File: src/rtl/npc_pkg.sv
// Shared types and constants for the multi-cycle NPC sequencer.
package npc_pkg;

  // Sequencer states; one bus transaction in flight at most.
  typedef enum logic [2:0] {
    StFetchReq,
    StFetchWait,
    StExec,
    StMemReq,
    StMemWait,
    StWb,
    StHalt
  } state_e;

  // mcause codes raised by the sequencer itself.
  localparam logic [3:0] CAUSE_IMISALIGN = 4'd0;
  localparam logic [3:0] CAUSE_IFAULT    = 4'd1;
  localparam logic [3:0] CAUSE_LFAULT    = 4'd5;
  localparam logic [3:0] CAUSE_SFAULT    = 4'd7;

  localparam logic [31:0] RESET_PC_DEFAULT = 32'h8000_0000;

endpackage

File: src/rtl/npc_mc_seq_if.sv
// Valid/ready memory bus shared by instruction fetch and load/store.
interface npc_mc_seq_if #(
  parameter int unsigned XLEN = 32
);
  logic              req_valid;
  logic              req_ready;
  logic [XLEN-1:0]   req_addr;
  logic              req_wen;
  logic [XLEN-1:0]   req_wdata;
  logic [XLEN/8-1:0] req_wmask;
  logic              rsp_valid;
  logic [XLEN-1:0]   rsp_rdata;
  logic              rsp_err;

  modport master (
    output req_valid, req_addr, req_wen, req_wdata, req_wmask,
    input  req_ready, rsp_valid, rsp_rdata, rsp_err
  );

  modport slave (
    input  req_valid, req_addr, req_wen, req_wdata, req_wmask,
    output req_ready, rsp_valid, rsp_rdata, rsp_err
  );
endinterface

File: src/rtl/npc_bus_watchdog.sv
// Counts cycles spent waiting for a bus response and flags a timeout.
// TIMEOUT == 0 disables the watchdog entirely.
module npc_bus_watchdog #(
  parameter int unsigned TIMEOUT = 255
) (
  input  logic clk,
  input  logic rst,
  input  logic clr_i,     // request accepted: a fresh wait begins
  input  logic en_i,      // waiting and no response this cycle
  output logic expired_o
);
  localparam int unsigned TW = $clog2(TIMEOUT + 1);
  localparam int unsigned CW = (TW < 1) ? 1 : TW;
  localparam logic [CW-1:0] LastCnt = (TIMEOUT == 0) ? '0 : CW'(TIMEOUT - 1);

  logic [CW-1:0] cnt_q;

  // Wait-cycle counter, cleared at each request acceptance.
  always_ff @(posedge clk) begin
    if (rst) begin
      cnt_q <= '0;
    end else if (clr_i) begin
      cnt_q <= '0;
    end else if (en_i) begin
      cnt_q <= cnt_q + CW'(1);
    end
  end

  // Expiry only counts when no response arrived, so a late response wins.
  assign expired_o = (TIMEOUT != 0) && en_i && (cnt_q == LastCnt);

endmodule

File: src/rtl/npc_mc_seq.sv
// Multi-cycle fetch/execute sequencer: owns PC, instruction register and the
// single memory bus port; gates RF writeback and raises traps and halt.
module npc_mc_seq
  import npc_pkg::*;
#(
  parameter int unsigned     XLEN     = 32,
  parameter logic [XLEN-1:0] RESET_PC = XLEN'(RESET_PC_DEFAULT),
  parameter int unsigned     TIMEOUT  = 255
) (
  input  logic              clk,
  input  logic              rst,
  npc_mc_seq_if.master      bus,
  output logic [XLEN-1:0]   pc,
  output logic [31:0]       inst,
  input  logic              dec_is_load,
  input  logic              dec_is_store,
  input  logic [XLEN-1:0]   dec_addr,
  input  logic [XLEN-1:0]   dec_wdata,
  input  logic [XLEN/8-1:0] dec_wmask,
  input  logic              dec_redirect,
  input  logic [XLEN-1:0]   dec_target,
  input  logic              dec_ebreak,
  input  logic [XLEN-1:0]   trap_vector,
  output logic              rf_wen_gate,
  output logic [XLEN-1:0]   load_data,
  output logic              commit,
  output logic              trap_valid,
  output logic [3:0]        trap_cause,
  output logic [XLEN-1:0]   trap_tval,
  output logic              halted
);
  state_e          state_q;
  logic [XLEN-1:0] pc_q;
  logic [31:0]     inst_q;
  logic [XLEN-1:0] load_data_q;

  logic wd_clr, wd_en, wd_expired;

  assign wd_clr = bus.req_valid && bus.req_ready;
  assign wd_en  = (state_q == StFetchWait || state_q == StMemWait) && !bus.rsp_valid;

  npc_bus_watchdog #(
    .TIMEOUT (TIMEOUT)
  ) u_watchdog (
    .clk       (clk),
    .rst       (rst),
    .clr_i     (wd_clr),
    .en_i      (wd_en),
    .expired_o (wd_expired)
  );

  assign pc        = pc_q;
  assign inst      = inst_q;
  assign load_data = load_data_q;

  // Per-state bus request, commit/writeback gating and trap detection.
  // Everything is forced low while reset is held so an abandoned
  // transaction cannot leak a trap or commit.
  always_comb begin
    bus.req_valid = 1'b0;
    bus.req_addr  = '0;
    bus.req_wen   = 1'b0;
    bus.req_wdata = '0;
    bus.req_wmask = '0;
    commit        = 1'b0;
    rf_wen_gate   = 1'b0;
    trap_valid    = 1'b0;
    trap_cause    = '0;
    trap_tval     = '0;
    halted        = 1'b0;
    if (!rst) begin
      case (state_q)
        StFetchReq: begin
          if (pc_q[1:0] != 2'b00) begin
            trap_valid = 1'b1;
            trap_cause = CAUSE_IMISALIGN;
            trap_tval  = pc_q;
          end else begin
            bus.req_valid = 1'b1;
            bus.req_addr  = pc_q;
            bus.req_wmask = '1;
          end
        end
        StFetchWait: begin
          if ((bus.rsp_valid && bus.rsp_err) || wd_expired) begin
            trap_valid = 1'b1;
            trap_cause = CAUSE_IFAULT;
            trap_tval  = pc_q;
          end
        end
        StExec: begin
          if (dec_ebreak) begin
            commit = 1'b1;
          end else if (!dec_is_load && !dec_is_store) begin
            commit      = 1'b1;
            rf_wen_gate = 1'b1;
          end
        end
        StMemReq: begin
          bus.req_valid = 1'b1;
          bus.req_addr  = dec_addr;
          bus.req_wen   = dec_is_store;
          if (dec_is_store) begin
            bus.req_wdata = dec_wdata;
            bus.req_wmask = dec_wmask;
          end
        end
        StMemWait: begin
          if ((bus.rsp_valid && bus.rsp_err) || wd_expired) begin
            trap_valid = 1'b1;
            trap_cause = dec_is_store ? CAUSE_SFAULT : CAUSE_LFAULT;
            trap_tval  = dec_addr;
          end
        end
        StWb: begin
          commit      = 1'b1;
          rf_wen_gate = dec_is_load;
        end
        StHalt: halted = 1'b1;
        default: ;
      endcase
    end
  end

  // Sequencer FSM with PC, instruction and load-data registers.
  always_ff @(posedge clk) begin
    if (rst) begin
      state_q     <= StFetchReq;
      pc_q        <= RESET_PC;
      inst_q      <= '0;
      load_data_q <= '0;
    end else if (trap_valid) begin
      pc_q    <= trap_vector;
      state_q <= StFetchReq;
    end else begin
      case (state_q)
        StFetchReq: begin
          if (bus.req_ready) state_q <= StFetchWait;
        end
        StFetchWait: begin
          if (bus.rsp_valid) begin
            inst_q  <= bus.rsp_rdata[31:0];
            state_q <= StExec;
          end
        end
        StExec: begin
          if (dec_ebreak) begin
            state_q <= StHalt;
          end else if (dec_is_load || dec_is_store) begin
            state_q <= StMemReq;
          end else begin
            pc_q    <= dec_redirect ? dec_target : pc_q + XLEN'(4);
            state_q <= StFetchReq;
          end
        end
        StMemReq: begin
          if (bus.req_ready) state_q <= StMemWait;
        end
        StMemWait: begin
          if (bus.rsp_valid) begin
            load_data_q <= bus.rsp_rdata;
            state_q     <= StWb;
          end
        end
        StWb: begin
          pc_q    <= pc_q + XLEN'(4);
          state_q <= StFetchReq;
        end
        StHalt: ;
        default: state_q <= StFetchReq;
      endcase
    end
  end

endmodule

File: src/flat_wrapper.sv
// flat-port wrapper written by rule: the top's interface ports become plain ports
module npc_mc_seq_flat import npc_pkg::*;
#(
  parameter int unsigned     XLEN     = 32,
  parameter logic [XLEN-1:0] RESET_PC = XLEN'(RESET_PC_DEFAULT),
  parameter int unsigned     TIMEOUT  = 255
)
  (clk, rst, pc, inst, dec_is_load, dec_is_store, dec_addr, dec_wdata, dec_wmask, dec_redirect, dec_target, dec_ebreak, trap_vector, rf_wen_gate, load_data, commit, trap_valid, trap_cause, trap_tval, halted, bus_req_valid, bus_req_addr, bus_req_wen, bus_req_wdata, bus_req_wmask, bus_req_ready, bus_rsp_valid, bus_rsp_rdata, bus_rsp_err);
  npc_mc_seq_if #(.XLEN(XLEN)) bus_i ();
  input  logic clk;
  input  logic rst;
  output logic [XLEN-1:0] pc;
  output logic [31:0] inst;
  input  logic dec_is_load;
  input  logic dec_is_store;
  input  logic [XLEN-1:0] dec_addr;
  input  logic [XLEN-1:0] dec_wdata;
  input  logic [XLEN/8-1:0] dec_wmask;
  input  logic dec_redirect;
  input  logic [XLEN-1:0] dec_target;
  input  logic dec_ebreak;
  input  logic [XLEN-1:0] trap_vector;
  output logic rf_wen_gate;
  output logic [XLEN-1:0] load_data;
  output logic commit;
  output logic trap_valid;
  output logic [3:0] trap_cause;
  output logic [XLEN-1:0] trap_tval;
  output logic halted;
  output wire logic [$bits(bus_i.req_valid)-1:0] bus_req_valid;
  output wire logic [$bits(bus_i.req_addr)-1:0] bus_req_addr;
  output wire logic [$bits(bus_i.req_wen)-1:0] bus_req_wen;
  output wire logic [$bits(bus_i.req_wdata)-1:0] bus_req_wdata;
  output wire logic [$bits(bus_i.req_wmask)-1:0] bus_req_wmask;
  input wire logic [$bits(bus_i.req_ready)-1:0] bus_req_ready;
  input wire logic [$bits(bus_i.rsp_valid)-1:0] bus_rsp_valid;
  input wire logic [$bits(bus_i.rsp_rdata)-1:0] bus_rsp_rdata;
  input wire logic [$bits(bus_i.rsp_err)-1:0] bus_rsp_err;
  assign bus_req_valid = bus_i.req_valid;
  assign bus_req_addr = bus_i.req_addr;
  assign bus_req_wen = bus_i.req_wen;
  assign bus_req_wdata = bus_i.req_wdata;
  assign bus_req_wmask = bus_i.req_wmask;
  assign bus_i.req_ready = bus_req_ready;
  assign bus_i.rsp_valid = bus_rsp_valid;
  assign bus_i.rsp_rdata = bus_rsp_rdata;
  assign bus_i.rsp_err = bus_rsp_err;
  npc_mc_seq #(.XLEN(XLEN), .RESET_PC(RESET_PC), .TIMEOUT(TIMEOUT)) u_core (.clk(clk), .rst(rst), .bus(bus_i), .pc(pc), .inst(inst), .dec_is_load(dec_is_load), .dec_is_store(dec_is_store), .dec_addr(dec_addr), .dec_wdata(dec_wdata), .dec_wmask(dec_wmask), .dec_redirect(dec_redirect), .dec_target(dec_target), .dec_ebreak(dec_ebreak), .trap_vector(trap_vector), .rf_wen_gate(rf_wen_gate), .load_data(load_data), .commit(commit), .trap_valid(trap_valid), .trap_cause(trap_cause), .trap_tval(trap_tval), .halted(halted));
endmodule
File: config.mk
export PLATFORM = sky130hd
export DESIGN_NAME = npc_mc_seq_flat
export DESIGN_NICKNAME = d
export VERILOG_FILES = /design/src/rtl/npc_pkg.sv /design/src/rtl/npc_mc_seq_if.sv /design/src/rtl/npc_bus_watchdog.sv /design/src/rtl/npc_mc_seq.sv /design/src/flat_wrapper.sv
export SDC_FILE = /design/constraint.sdc
export NUM_CORES = 1
export LEC_CHECK = 0
export ABC_AREA = 1
export CAP_MARGIN = 15
export CORE_AREA = 2 2 148 150
export DETAILED_ROUTE_END_ITERATION = 8
export DIE_AREA = 0 0 150 152
export PLACE_DENSITY = 0.73
export SLEW_MARGIN = 0
export SYNTH_ARGS = -nofsm -noshare
export SYNTH_HDL_FRONTEND = slang
export SYNTH_HIERARCHICAL = 1
export SYNTH_SLANG_ARGS = --single-unit
File: constraint.sdc
create_clock -name clk -period 2.5 [get_ports clk]
set_clock_uncertainty 0.1 [all_clocks]
set_input_delay 0.375 -clock clk [delete_from_list [all_inputs] [get_ports clk]]
set_output_delay 0.375 -clock clk [all_outputs]
set_load 0.1 [all_outputs]
Word level (Yosys, flattened, before mapping)
Index checks and enable logic that the tools add are counted.
{"block": "word_totals", "output_inout_bits": 206, "wordCells": 93, "regBits": 107, "inputBits": 173}
{"block": "classes", "n_addsub": 2, "n_mux": 50, "reduce_logical": 21, "eq_ne": 13, "bitwise_logic": 2}
{"op": "$mux W32", "n": 13}
{"op": "$pmux W32 S2", "n": 2}
{"op": "$pmux W32 S3", "n": 1}
{"op": "$add A32 B3 Y32 const B", "n": 1}
{"op": "$mux W4", "n": 5}
{"op": "$pmux W3 S6", "n": 1}
{"op": "$pmux W4 S2", "n": 2}
{"op": "$mux W1", "n": 15}
{"op": "$mux W3", "n": 5}
{"op": "$eq A3 B3 Y1 const B", "n": 3}
{"op": "$reduce_and A3 Y1", "n": 3}
{"op": "$add A8 B1 Y8 const B", "n": 1}
{"op": "$eq A8 B8 Y1 const B", "n": 1}
{"op": "$ne A2 B2 Y1 const B", "n": 4}
{"op": "$pmux W1 S2", "n": 4}
{"op": "$eq A3 B2 Y1 const B", "n": 2}
{"op": "$ne A3 B3 Y1 const B", "n": 2}
{"op": "$reduce_or A2 Y1", "n": 3}
{"op": "$logic_and A1 B1 Y1", "n": 5}
{"op": "$reduce_and A5 Y1", "n": 1}
{"op": "$mux W2", "n": 2}
{"op": "$eq A3 B1 Y1 const B", "n": 1}
{"op": "$logic_not A1 Y1", "n": 3}
{"op": "$logic_not A3 Y1", "n": 1}
{"op": "other kinds (4)", "n": 7}

Longest topological paths before layout
Gate-level depths: netlist (run 1).
{"block": "logic_depth", "ltp_word": 10, "ltp_mapped": 18, "mapped_depth_nobuf": 17}

Hierarchy
The synthesis (run 1) kept the hierarchy.
{"module": "npc_mc_seq", "area_each_um2": 6655.1, "cells_per_inst": 1143, "n_inst": 1, "seq_area_each_um2": 1981.9}
{"module": "npc_bus_watchdog", "area_each_um2": 389.1, "cells_per_inst": 54, "n_inst": 1, "seq_area_each_um2": 160.2}

Worst setup path before layout (run 1)
Ideal clock, no wire load.
{"block": "synth_timing", "path_kind": "register -> output", "start": "register u_core.state_q[0]", "end": "output port trap_cause[1]", "t_arrival_ps": 3834, "required_ps": 2025, "path_slack_ps": -1809, "n_path_buf": 1, "path_stages_with_launch": 13, "cell_sequence": "dfxtp_1 > nor2_2 > nand2_1 > nand2_2 > inv_1 > nor2_1 > nand2_2 > nor3_1 > a21oi_2 > nor2_1 > buf_2 > inv_1 > nor3_1"}
{"block": "synth_via", "elab_chain_cells": 8, "word_cells_on_any_way": 9, "classes_between": "eq/ne (2); mux (3); reduce/logical (4)"}
{"element": "start: declaration", "line": "npc_mc_seq.sv:32", "text": "state_e state_q;"}
{"element": "start signal: assignment", "line": "npc_mc_seq.sv:128", "text": "state_q <= StFetchReq;"}
{"element": "start signal: assignment", "line": "npc_mc_seq.sv:134", "text": "state_q <= StFetchReq;"}
{"element": "start signal: assignment", "line": "npc_mc_seq.sv:138", "text": "if (bus.req_ready) state_q <= StFetchWait;"}
{"element": "$eq A3 B1 Y1 / $eq A3 B3 Y1 (equally long branches)", "line": "npc_mc_seq.sv:40", "text": "assign wd_en = (state_q == StFetchWait || state_q == StMemWait) && !bus.rsp_valid;"}
{"element": "$logic_or A1 B1 Y1 (*)", "line": "npc_mc_seq.sv:40"}
{"element": "$logic_and A1 B1 Y1 (*)", "line": "npc_mc_seq.sv:40"}
{"element": "via u_core.wd_en", "line": "npc_mc_seq.sv:37", "text": "logic wd_clr, wd_en, wd_expired;"}
{"element": "$logic_and A1 B1 Y1 (*)", "line": "npc_bus_watchdog.sv:30", "text": "assign expired_o = (TIMEOUT != 0) && en_i && (cnt_q == LastCnt);"}
{"element": "via u_core.wd_expired", "line": "npc_mc_seq.sv:37"}
{"element": "$logic_or A1 B1 Y1 (*)", "line": "npc_mc_seq.sv:109", "text": "if ((bus.rsp_valid && bus.rsp_err) || wd_expired) begin"}
{"element": "$mux W4 (*)", "line": "npc_mc_seq.sv:109"}
{"element": "$pmux W4 S2 (*)", "line": "npc_mc_seq.sv:72", "text": "case (state_q)"}
{"element": "$mux W4 (*)", "line": "npc_mc_seq.sv:71", "text": "if (!rst) begin"}
{"element": "end: declaration", "line": "flat_wrapper.sv:27", "text": "output logic [3:0] trap_cause;"}
Mark *: on every way through the listed nets, which the timed path passes. The rest lies on a longest branch.

Worst setup path in the final report (run 1)
{"block": "layout_timing", "start": "register u_core.state_q[0]", "end": "output port trap_tval[31]"}
{"block": "layout_via", "elab_chain_cells": 8, "word_cells_on_any_way": 11, "classes_between": "eq/ne (2); mux (4); reduce/logical (5)"}
{"element": "$eq A3 B1 Y1 / $eq A3 B3 Y1 (equally long branches)", "line": "npc_mc_seq.sv:40"}
{"element": "$logic_or A1 B1 Y1 (*)", "line": "npc_mc_seq.sv:40"}
{"element": "$logic_and A1 B1 Y1 (*)", "line": "npc_mc_seq.sv:40"}
{"element": "via u_core.wd_en", "line": "npc_mc_seq.sv:37"}
{"element": "$logic_and A1 B1 Y1 (*)", "line": "npc_bus_watchdog.sv:30"}
{"element": "via u_core.wd_expired", "line": "npc_mc_seq.sv:37"}
{"element": "$logic_or A1 B1 Y1 (*)", "line": "npc_mc_seq.sv:85, npc_mc_seq.sv:109"}
{"element": "$mux W32, on equally long branches", "line": "npc_mc_seq.sv:109, npc_mc_seq.sv:85"}
{"element": "$pmux W32 S3 (*)", "line": "npc_mc_seq.sv:72"}
{"element": "$mux W32 (*)", "line": "npc_mc_seq.sv:71"}
{"element": "end: declaration", "line": "flat_wrapper.sv:28", "text": "output logic [XLEN-1:0] trap_tval;"}
Marks and branches as above.

==> impl_metrics.ini, run 1 <==
[final_layout]
final_cells = 1889
multi_input_area_sq_um = 4700
area_growth_syn_to_layout_pct = 101
drive_above_1_share_pct = 32.0
fillerInstances = 1796
utilization_pct = 66.4
seqCellArea_sq_um = 2150
final_nets = 1778
finish.instance_area_sq_um = 14200

[timing]
period_minus_slack_ns = 2.90
tns_ns = -12.52
rsz0062_at_grt = yes
slew_headroom_pct = 62.4
finalWorstSetupSlack_ns = -0.402
setup_viol = 68
hold_violations = 0
max_freq_mhz = 345
min_period_over_period_pct = 116
whs_ns = 0.345
worstMarginPinSlew_ns = 0.564
final_max_slew_viol_count = 0

[global_routing]
grt_max_degree = 129
antenna_found_initial = 2
grt_pass1_vias = 8919
grt_pass1_wl_um = 47800
grt_usage_pct = 26.4
overflow = 0

[worst_setup_path]
critPathKind = reg -> out
worst_setup_path_start_kind = flip-flop
critical_path_required_ns = 2.03
critPathMaxFanout = 13
cp-end-kind = output pin
arrival_ns = 2.43

[logic_synthesis]
yosys_warnings = 6
synth_top_area_share_pct = 30.4
syn_area_sq_um = 7040
synth_edf_count = 0
ys_types = 42
ys_seq_area_share_pct = 30.4
ys_seq_elements = 107
syn_nets = 1373
post_synth_inst_count = 1197
synth_top_cell_by_area = dfxtp_1
async_flop_share_pct = 0
synth_area_leaders = dfxtp_1 (30%), nand2_1 (14%), inv_1 (11%)
avgSynthCellArea_sq_um = 5.88
synth-main-ff-cell = dfxtp_1

[routing]
wl_per_cell_um = 16.7
drt-total-wl_um = 31600
drc = 0
ant_nets = 0
num_vias = 9288
via_per_inst = 4.92
firstDrtPassIters = 8
drt_iter0_markers = 539

[placement]
dpl.hpwl_um = 24000
place_congestion = 0.941
placed_cells = 1846
port_buffers = 377
dpl-instance-area_sq_um = 13000

[clock_network]
clk_latency_ns = 0.35
clockRootBuffer = clkbuf_16
path_clk_slew_ns = 0.08
cts_max_level = 3
clock_sinks = 107
cts_tree = done
holdBufCountCts = 0
cts_inserted_buffers = 9
cts_max_path_buffers = 2

[die]
die_y_um = 152
initial_utilization_pct = 33.0
io-pin-count = 379
dieWidth_um = 150
rows = 54
dieArea_sq_um = 22800
core-area_sq_um = 21400

[status]
violations = negative setup slack
outcome = finished, violations left

[power_and_ir_drop]
power_density_nw_per_um2 = 1030
leakage_uw = 0.00547
peakVddDrop_mv = 0.910

[flow_run]
drv_cap = 0

[min_path]
holdCritPathClass = reg -> reg
## metal layers
layer	up-vias	share of wire, %	track usage, %
li1	4586	-	-
met1	4265	38	30.1
met2	380	52	47.8
met3	57	7.3	6.04
met4	0	3.0	9.12
met5	-	0	0
## placed cells by master, fill, tap and decap left out, types with 6 or more instances in the layout
cell type and count:
a21oi_1 94, a21oi_4 6, nand2_1 246, inv_2 10, nand2_4 6, buf_12 125, dfxtp_1 102, buf_4 135
clkdlybuf4s50_1 171, inv_1 161, nor2_1 99, buf_6 13, a21oi_2 7, clkinvlp_4 35, a22oi_2 30, o21ai_0 112
nand2_2 12, buf_8 6, nor2_4 73, nand3_1 50, clkbuf_16 12, o21ai_1 24
## stage by stage
| stage | total power, uW | worst slack [ns] |
|---|---|---|
| 2_1_floorplan | 8970 | -0.324 |
| 3_3_place_gp | 11800 | -0.291 |
| 3_5_place_dp | 11900 | -0.329 |
| 4_1_cts | 14100 | -0.329 |
| 5_1_grt | 15200 | -0.533 |
| 6_report | 14600 | -0.402 |
## power breakdown
part           switching [uW]  total (uW)  internal, uW
registers                 523        2650          2130
clock network             733        1550           812
logic                    7050       10400          3340
## area by class of cell
type | instances | share of cell area (%)
Clock inverter | 7 | 0.733
Tap cell | 280 | 2.47
Clock buffer | 9 | 1.59
Timing Repair Buffer | 455 | 39.5
Sequential cell | 107 | 15.2
Antenna cell | 2 | 0.0353
Timing Repair inverter | 4 | 0.530
Multi-Input combinational cell | 815 | 33.2
Inverter | 210 | 6.79
## logic make-up after synthesis
| logic type | share of synthesized area [%] |
|---|---|
| and+or+nand+nor | 29.9 |
| xor gates and xnor gates | 0.497 |
| DFF | 30.4 |
| other | 0.0532 |
| adders and majority gates | 0.533 |
| buffers and inverters | 15.6 |
| AOI/OAI and AO/OA | 23.0 |
## registers in the layout, indices dropped and copies added (netlist names)
register,cells
u_core/inst,32
u_core/load_data,32
u_core/pc,32
u_core/state_q,3
u_core/u_watchdog/cnt_q,8
## worst paths after layout
path	startpoint	end	slack [ns]	cells past startpoint
worst max-delay path	u_core/state_q[0]$_SDFFE_PP0P_	trap_tval[31]	-0.40	14
worst min-delay path	u_core/load_data[31]$_SDFFE_PP0P_	u_core/load_data[31]$_SDFFE_PP0P_	0.35	2
worst max register to register	u_core/state_q[0]$_SDFFE_PP0P_	u_core/pc[6]$_SDFFE_PP0P_	-0.04	20
worst min register to register	u_core/load_data[31]$_SDFFE_PP0P_	u_core/load_data[31]$_SDFFE_PP0P_	0.35	2
## repair_timing
item,4_1_cts,5_1_grt
gates resized for setup,47,77
setup buffers,10,6
setup endpoints to repair,100,135
pin swaps,20,43
cloned,4,5
## cell usage after synthesis (2+ instances only)
cell type  number
dfxtp_1       107
buf_6           3
ha_1            3
nand3b_1        2
nand2_4         2
a31oi_1         2
inv_1         201
buf_4           3
a21oi_1       101
nand4_1         4
clkbuf_1       34
clkbuf_2        2
nor2_2          3
nor3_1          6
o211ai_1        4
a22o_1          4
a21oi_2         6
nand3_1        51
nand2_1       258
inv_2           9
or2_2           2
xor2_1          3
a22oi_1        30
o21ai_1         6
buf_2          22
o21ai_0       135
nor2_1        172
nand3_4         2
nand2_2         4
o22ai_1         4
## worst max-delay path, stage by stage, from the launching register on
cell	delay (ns)
dfxtp_4	0.36
nor2_4	0.12
nand2_2	0.07
nand2_2	0.07
inv_2	0.05
nor2_4	0.11
nand2_2	0.09
nor3_4	0.15
a21oi_4	0.07
o21ai_4	0.17
bufinv_8	0.25
o21ai_0	0.15
nand2_1	0.11
clkinvlp_4	0.12
buf_12	0.17
No activity file was read; power rests on OpenSTA's default activity.
==> run 2, diff against run 1 <==
CTS_CLUSTER_DIAMETER = 30   (was unset)
GPL_TIMING_DRIVEN = 0   (was unset)
==> impl_metrics.ini, run 2 (synthesis results as in run 1) <==
[die]
rows = 54
dieWidth_um = 150
core-area_sq_um = 21400
die_y_um = 152
dieArea_sq_um = 22800
io-pin-count = 379
initial_utilization_pct = 33.0

[timing]
period_minus_slack_ns = 2.96
finalWorstSetupSlack_ns = -0.460
hold_violations = 0
rsz0062_at_grt = yes
max_freq_mhz = 338
worstMarginPinSlew_ns = 1.07
final_max_slew_viol_count = 0
min_period_over_period_pct = 118
setup_viol = 106
tns_ns = -20.38
slew_headroom_pct = 29.2

[worst_setup_path]
critical_path_required_ns = 2.03
r2r_start = u_core/state_q[1]$_SDFFE_PP0P_
critPathKind = reg -> out
arrival_ns = 2.49
cp-startpoint = u_core/state_q[1]$_SDFFE_PP0P_
rrSetupSlack_ns = -0.07
worst_setup_path_start_kind = flip-flop
reg2regPathDepth = 20
rr_endpoint = u_core/pc[15]$_SDFFE_PP0P_
crit_end = trap_tval[4]
critPathMaxFanout = 3
cp-end-kind = output pin

[clock_network]
clk_latency_ns = 0.35
cts_inserted_buffers = 9
clock_sinks = 107
clockRootBuffer = clkbuf_16
holdBufCountCts = 0
cts_max_path_buffers = 2
path_clk_slew_ns = 0.08
cts_max_level = 3
cts_tree = done

[power_and_ir_drop]
peakVddDrop_mv = 0.614
leakage_uw = 0.00559
power_density_nw_per_um2 = 1060

[global_routing]
grt_max_degree = 22
grt_pass1_vias = 9386
overflow = 0
grt_pass1_wl_um = 52200
antenna_found_initial = 1
grt_usage_pct = 29.5

[final_layout]
final_common_cell = clkdlybuf4s50_1
area_growth_syn_to_layout_pct = 106
drive_above_1_share_pct = 30.3
layout_common_cells = clkdlybuf4s50_1 (238), nand2_1 (230), inv_1 (161)
final_nets = 1821
utilization_pct = 68.0

[routing]
drc = 0
firstDrtPassIters = 5
ant_nets = 0
num_vias = 9878
via_per_inst = 5.12
drt_iter0_markers = 791
drt-total-wl_um = 36400
wl_per_cell_um = 18.9

[status]
outcome = finished, violations left
violations = negative setup slack

[placement]
place_congestion = 0.965
dpl.hpwl_um = 26100
port_buffers = 377

[flow_run]
drv_cap = 0

[min_path]
holdCritPathClass = reg -> reg
-- run 2: critical path, cell delays in order (launching register included) --
cell and delay [ns]:
dfxtp_4 0.38, nor2_4 0.14, nand2_4 0.07, nand2_4 0.07, inv_4 0.04, nor2_4 0.11
nand2_4 0.07, nor3_4 0.14, a21oi_4 0.07, o21ai_4 0.23, buf_4 0.18, buf_4 0.12
a22o_1 0.13, nand2_1 0.10, clkinvlp_4 0.11, buf_12 0.17
-- run 2: repair_timing --
action                                  4_1_cts  5_1_grt
resized for setup                           988      221
pin swaps                                    16       30
endpoints found under the hold margin         0        0
buffers inserted                             23       30
gates cloned                                  3        9
endpoints found under the setup margin      192      174
-- run 2: layout make-up --
type                            instances  area, sq um
Inverter                              210          936
Timing Repair Buffer                  441         5270
Fill cell                            1770         6840
Tap cell                              280          350
Clock buffer                            9          225
Antenna cell                            1         2.50
Buffer                                 61          596
Multi-Input combinational cell        815         4870
Sequential cell                       107         2160
Clock inverter                          7          103
-- run 2: routing by layer --
layer	GRT usage, %	routed length, um	vias up
li1	-	-	4678
met1	34.0	13700	4529
met2	49.9	17500	547
met3	7.33	3150	124
met4	15.4	2050	0
met5	0	0	-
-- run 2: power breakdown --
part	switching, uW	internal [uW]	total (uW)	leakage (uW)
Sequential	572	2130	2700	0.000874
Combinational	7430	3740	11200	0.00455
Clock	748	816	1560	0.000160
-- run 2: worst min-delay path by stage --
| stage | start | depth (start not counted) | endpoint |
|---|---|---|---|
| 2_1_floorplan | u_core/u_watchdog/cnt_q[4]$_SDFFE_PP0P_ | 2 | u_core/u_watchdog/cnt_q[4]$_SDFFE_PP0P_ |
| 3_3_place_gp | u_core/inst[22]$_SDFFE_PP0P_ | 2 | u_core/inst[22]$_SDFFE_PP0P_ |
| 3_5_place_dp | u_core/load_data[13]$_SDFFE_PP0P_ | 2 | u_core/load_data[13]$_SDFFE_PP0P_ |
| 4_1_cts | u_core/load_data[13]$_SDFFE_PP0P_ | 2 | u_core/load_data[13]$_SDFFE_PP0P_ |
| 5_1_grt | u_core/inst[12]$_SDFFE_PP0P_ | 2 | u_core/inst[12]$_SDFFE_PP0P_ |
| 6_report | u_core/load_data[24]$_SDFFE_PP0P_ | 2 | u_core/load_data[24]$_SDFFE_PP0P_ |
-- run 2: stage by stage --
step	hold slack, ns	worst slack (ns)	std cells	total power, uW	cell area, sq um
global route	0.363	-0.569	1931	16000	14500
global placement	0.332	-1.89	1854	11200	12000
finish	0.345	-0.460	1931	15400	14500
CTS	0.347	-0.482	1896	14000	13500
floorplan	0.337	-0.324	1197	8970	7840
detailed placement	0.336	-1.91	1855	11300	12000
==> run 3, diff against run 2 <==
SLEW_MARGIN = 20   (was 0)
==> impl_metrics.ini, run 3 (synthesis results as in run 1) <==
[status]
outcome = finished, violations left
violations = negative setup slack

[power_and_ir_drop]
seqPwrFrac_pct = 18.3
peakVddDrop_mv = 0.635
comb_power_share_pct = 71.6
power_frac_clock_pct = 10.2
leakage_uw = 0.00536
sw_frac_of_total_pct = 58.1
p_int_uw = 6210
power_density_nw_per_um2 = 1060
power_switching_uw = 8610

[clock_network]
cts_tree = done
cts_max_path_buffers = 2
cts_inserted_buffers = 9
clk_latency_ns = 0.35
cts_max_level = 3
holdBufCountCts = 0
clockRootBuffer = clkbuf_16
clock_sinks = 107
path_clk_slew_ns = 0.09

[timing]
setup_viol = 71
finalWorstSetupSlack_ns = -0.498
hold_violations = 0
slew_headroom_pct = 30.2
max_freq_mhz = 334
final_max_slew_viol_count = 0
rsz0062_at_grt = yes
worstMarginPinSlew_ns = 1.05
period_minus_slack_ns = 3.00
min_period_over_period_pct = 120

[placement]
dpl.hpwl_um = 26100
placed_cells = 1855
place_congestion = 0.965
port_buffers = 377
place_ws_ns = -1.93

[worst_setup_path]
crit_chain = nor2_4 > nand2_4 > nand2_4 > inv_4 > nor2_4 > nand2_4 > nor3_4 > a21oi_4 > o21ai_4 > inv_4 > clkbuf_16 > o21ai_1 > nand2_1 > clkinvlp_4 > buf_12
critPathKind = reg -> out
critPathMaxFanout = 10
crit_path_frequent_cell = nand2_4
critical_path_required_ns = 2.03
worst_setup_path_start_kind = flip-flop
critPathTopFamily = simple AND/OR/NAND/NOR gates
critPathSlowestCell = dfxtp_4
cp-end-kind = output pin
max_stage_delay_ns = 0.37
arrival_ns = 2.52
cp_num_buf_inv = 5

[flow_run]
drv_cap = 0

[final_layout]
drive_above_1_share_pct = 27.8
final_nets = 1800
layout_common_cells = clkdlybuf4s50_1 (238), nand2_1 (238), inv_1 (161)
area_growth_syn_to_layout_pct = 98.9
fillerInstances = 1870
final_cells = 1910

[die]
core-area_sq_um = 21400
initial_utilization_pct = 33.0
rows = 54
dieArea_sq_um = 22800
die_y_um = 152
dieWidth_um = 150
io-pin-count = 379

[min_path]
holdCritPathClass = reg -> reg

[global_routing]
overflow = 0
gr-usage-met2_pct = 49.4
grt_pass1_vias = 9147
grt_max_degree = 23
antenna_found_initial = 1
grt_pass1_wl_um = 51200
busiest_layer = met2
globalRouteMet1Util_pct = 34.3
grt_usage_pct = 28.7
grt_util_met3_pct = 6.49

[routing]
drt_iter0_markers = 771
via_per_inst = 5.02
drt-total-wl_um = 35000
drc = 0
num_vias = 9589
ant_nets = 0
wl_per_cell_um = 18.3
firstDrtPassIters = 6
-- run 3: worst register-to-register path, delay by kind of cell (launching register included) --
kind	cells	cell delay, ns
AO/OA/AOI/OAI	3	0.38
AND/OR/NAND/NOR	9	0.88
buffers and inverters	5	0.63
flip-flops	1	0.37
-- run 3: path summary, 6_finish.rpt --
kind / startpoint / to / slack, ns / depth (start not counted)
max: u_core/state_q[1]$_SDFFE_PP0P_ / trap_tval[26] / -0.50 / 15
min reg2reg: u_core/inst[19]$_SDFFE_PP0P_ / u_core/inst[19]$_SDFFE_PP0P_ / 0.35 / 2
min: u_core/inst[19]$_SDFFE_PP0P_ / u_core/inst[19]$_SDFFE_PP0P_ / 0.35 / 2
max reg2reg: u_core/state_q[1]$_SDFFE_PP0P_ / u_core/pc[2]$_SDFFE_PP0P_ / 0.03 / 17
-- run 3: what timing repair did --
| item | in CTS | in global routing |
|---|---|---|
| resized for setup | 943 | 173 |
| setup buffers | 24 | 13 |
| cloned | 2 | 1 |
| endpoints found under the hold margin | 0 | 0 |
| pin swaps | 18 | 44 |
| endpoints found under the setup margin | 192 | 183 |
-- run 3: power groups by stage --
stage	combinational, uW	clock (uW)	sequential, uW
floorplan	3760	0	5200
global placement	8550	0	2690
detailed placement	8600	0	2690
CTS	9550	1530	2680
global route	11000	1590	2770
finish	10600	1510	2710
-- run 3: final cells by class --
type / instances / area, sq um / area share [%]
repair buffers: 418 / 4880 / 34.9
multi-input cells: 815 / 4840 / 34.6
flip-flops and latches: 107 / 2160 / 15.4
inverters: 210 / 925 / 6.60
plain buffers: 63 / 536 / 3.82
well taps: 280 / 350 / 2.50
clock buffers: 9 / 225 / 1.61
clock inverters: 7 / 88.8 / 0.634
diodes: 1 / 2.50 / 0.0179
-- run 3: stage by stage --
step | hold slack, ns | area (sq um) | setup TNS, ns | total power, uW | utilization, %
after floorplan | 0.337 | 7840 | -6.75 | 8970 | -
after global routing | 0.363 | 14000 | -30.61 | 15400 | 65.6
after CTS | 0.348 | 13300 | -19.33 | 13800 | 62.2
final | 0.347 | 14000 | -22.85 | 14800 | 65.6
after detailed placement | 0.336 | 12000 | -175.81 | 11300 | 56.1
after global placement | 0.332 | 12000 | -181.50 | 11200 | 56.0
-- run 3: routing by layer --
| layer | vias up | wire (um) |
|---|---|---|
| met2 | 526 | 17100 |
| met4 | 0 | 1440 |
| met5 | - | 0 |
| li1 | 4620 | - |
| met1 | 4356 | 13300 |
| met3 | 87 | 3210 |
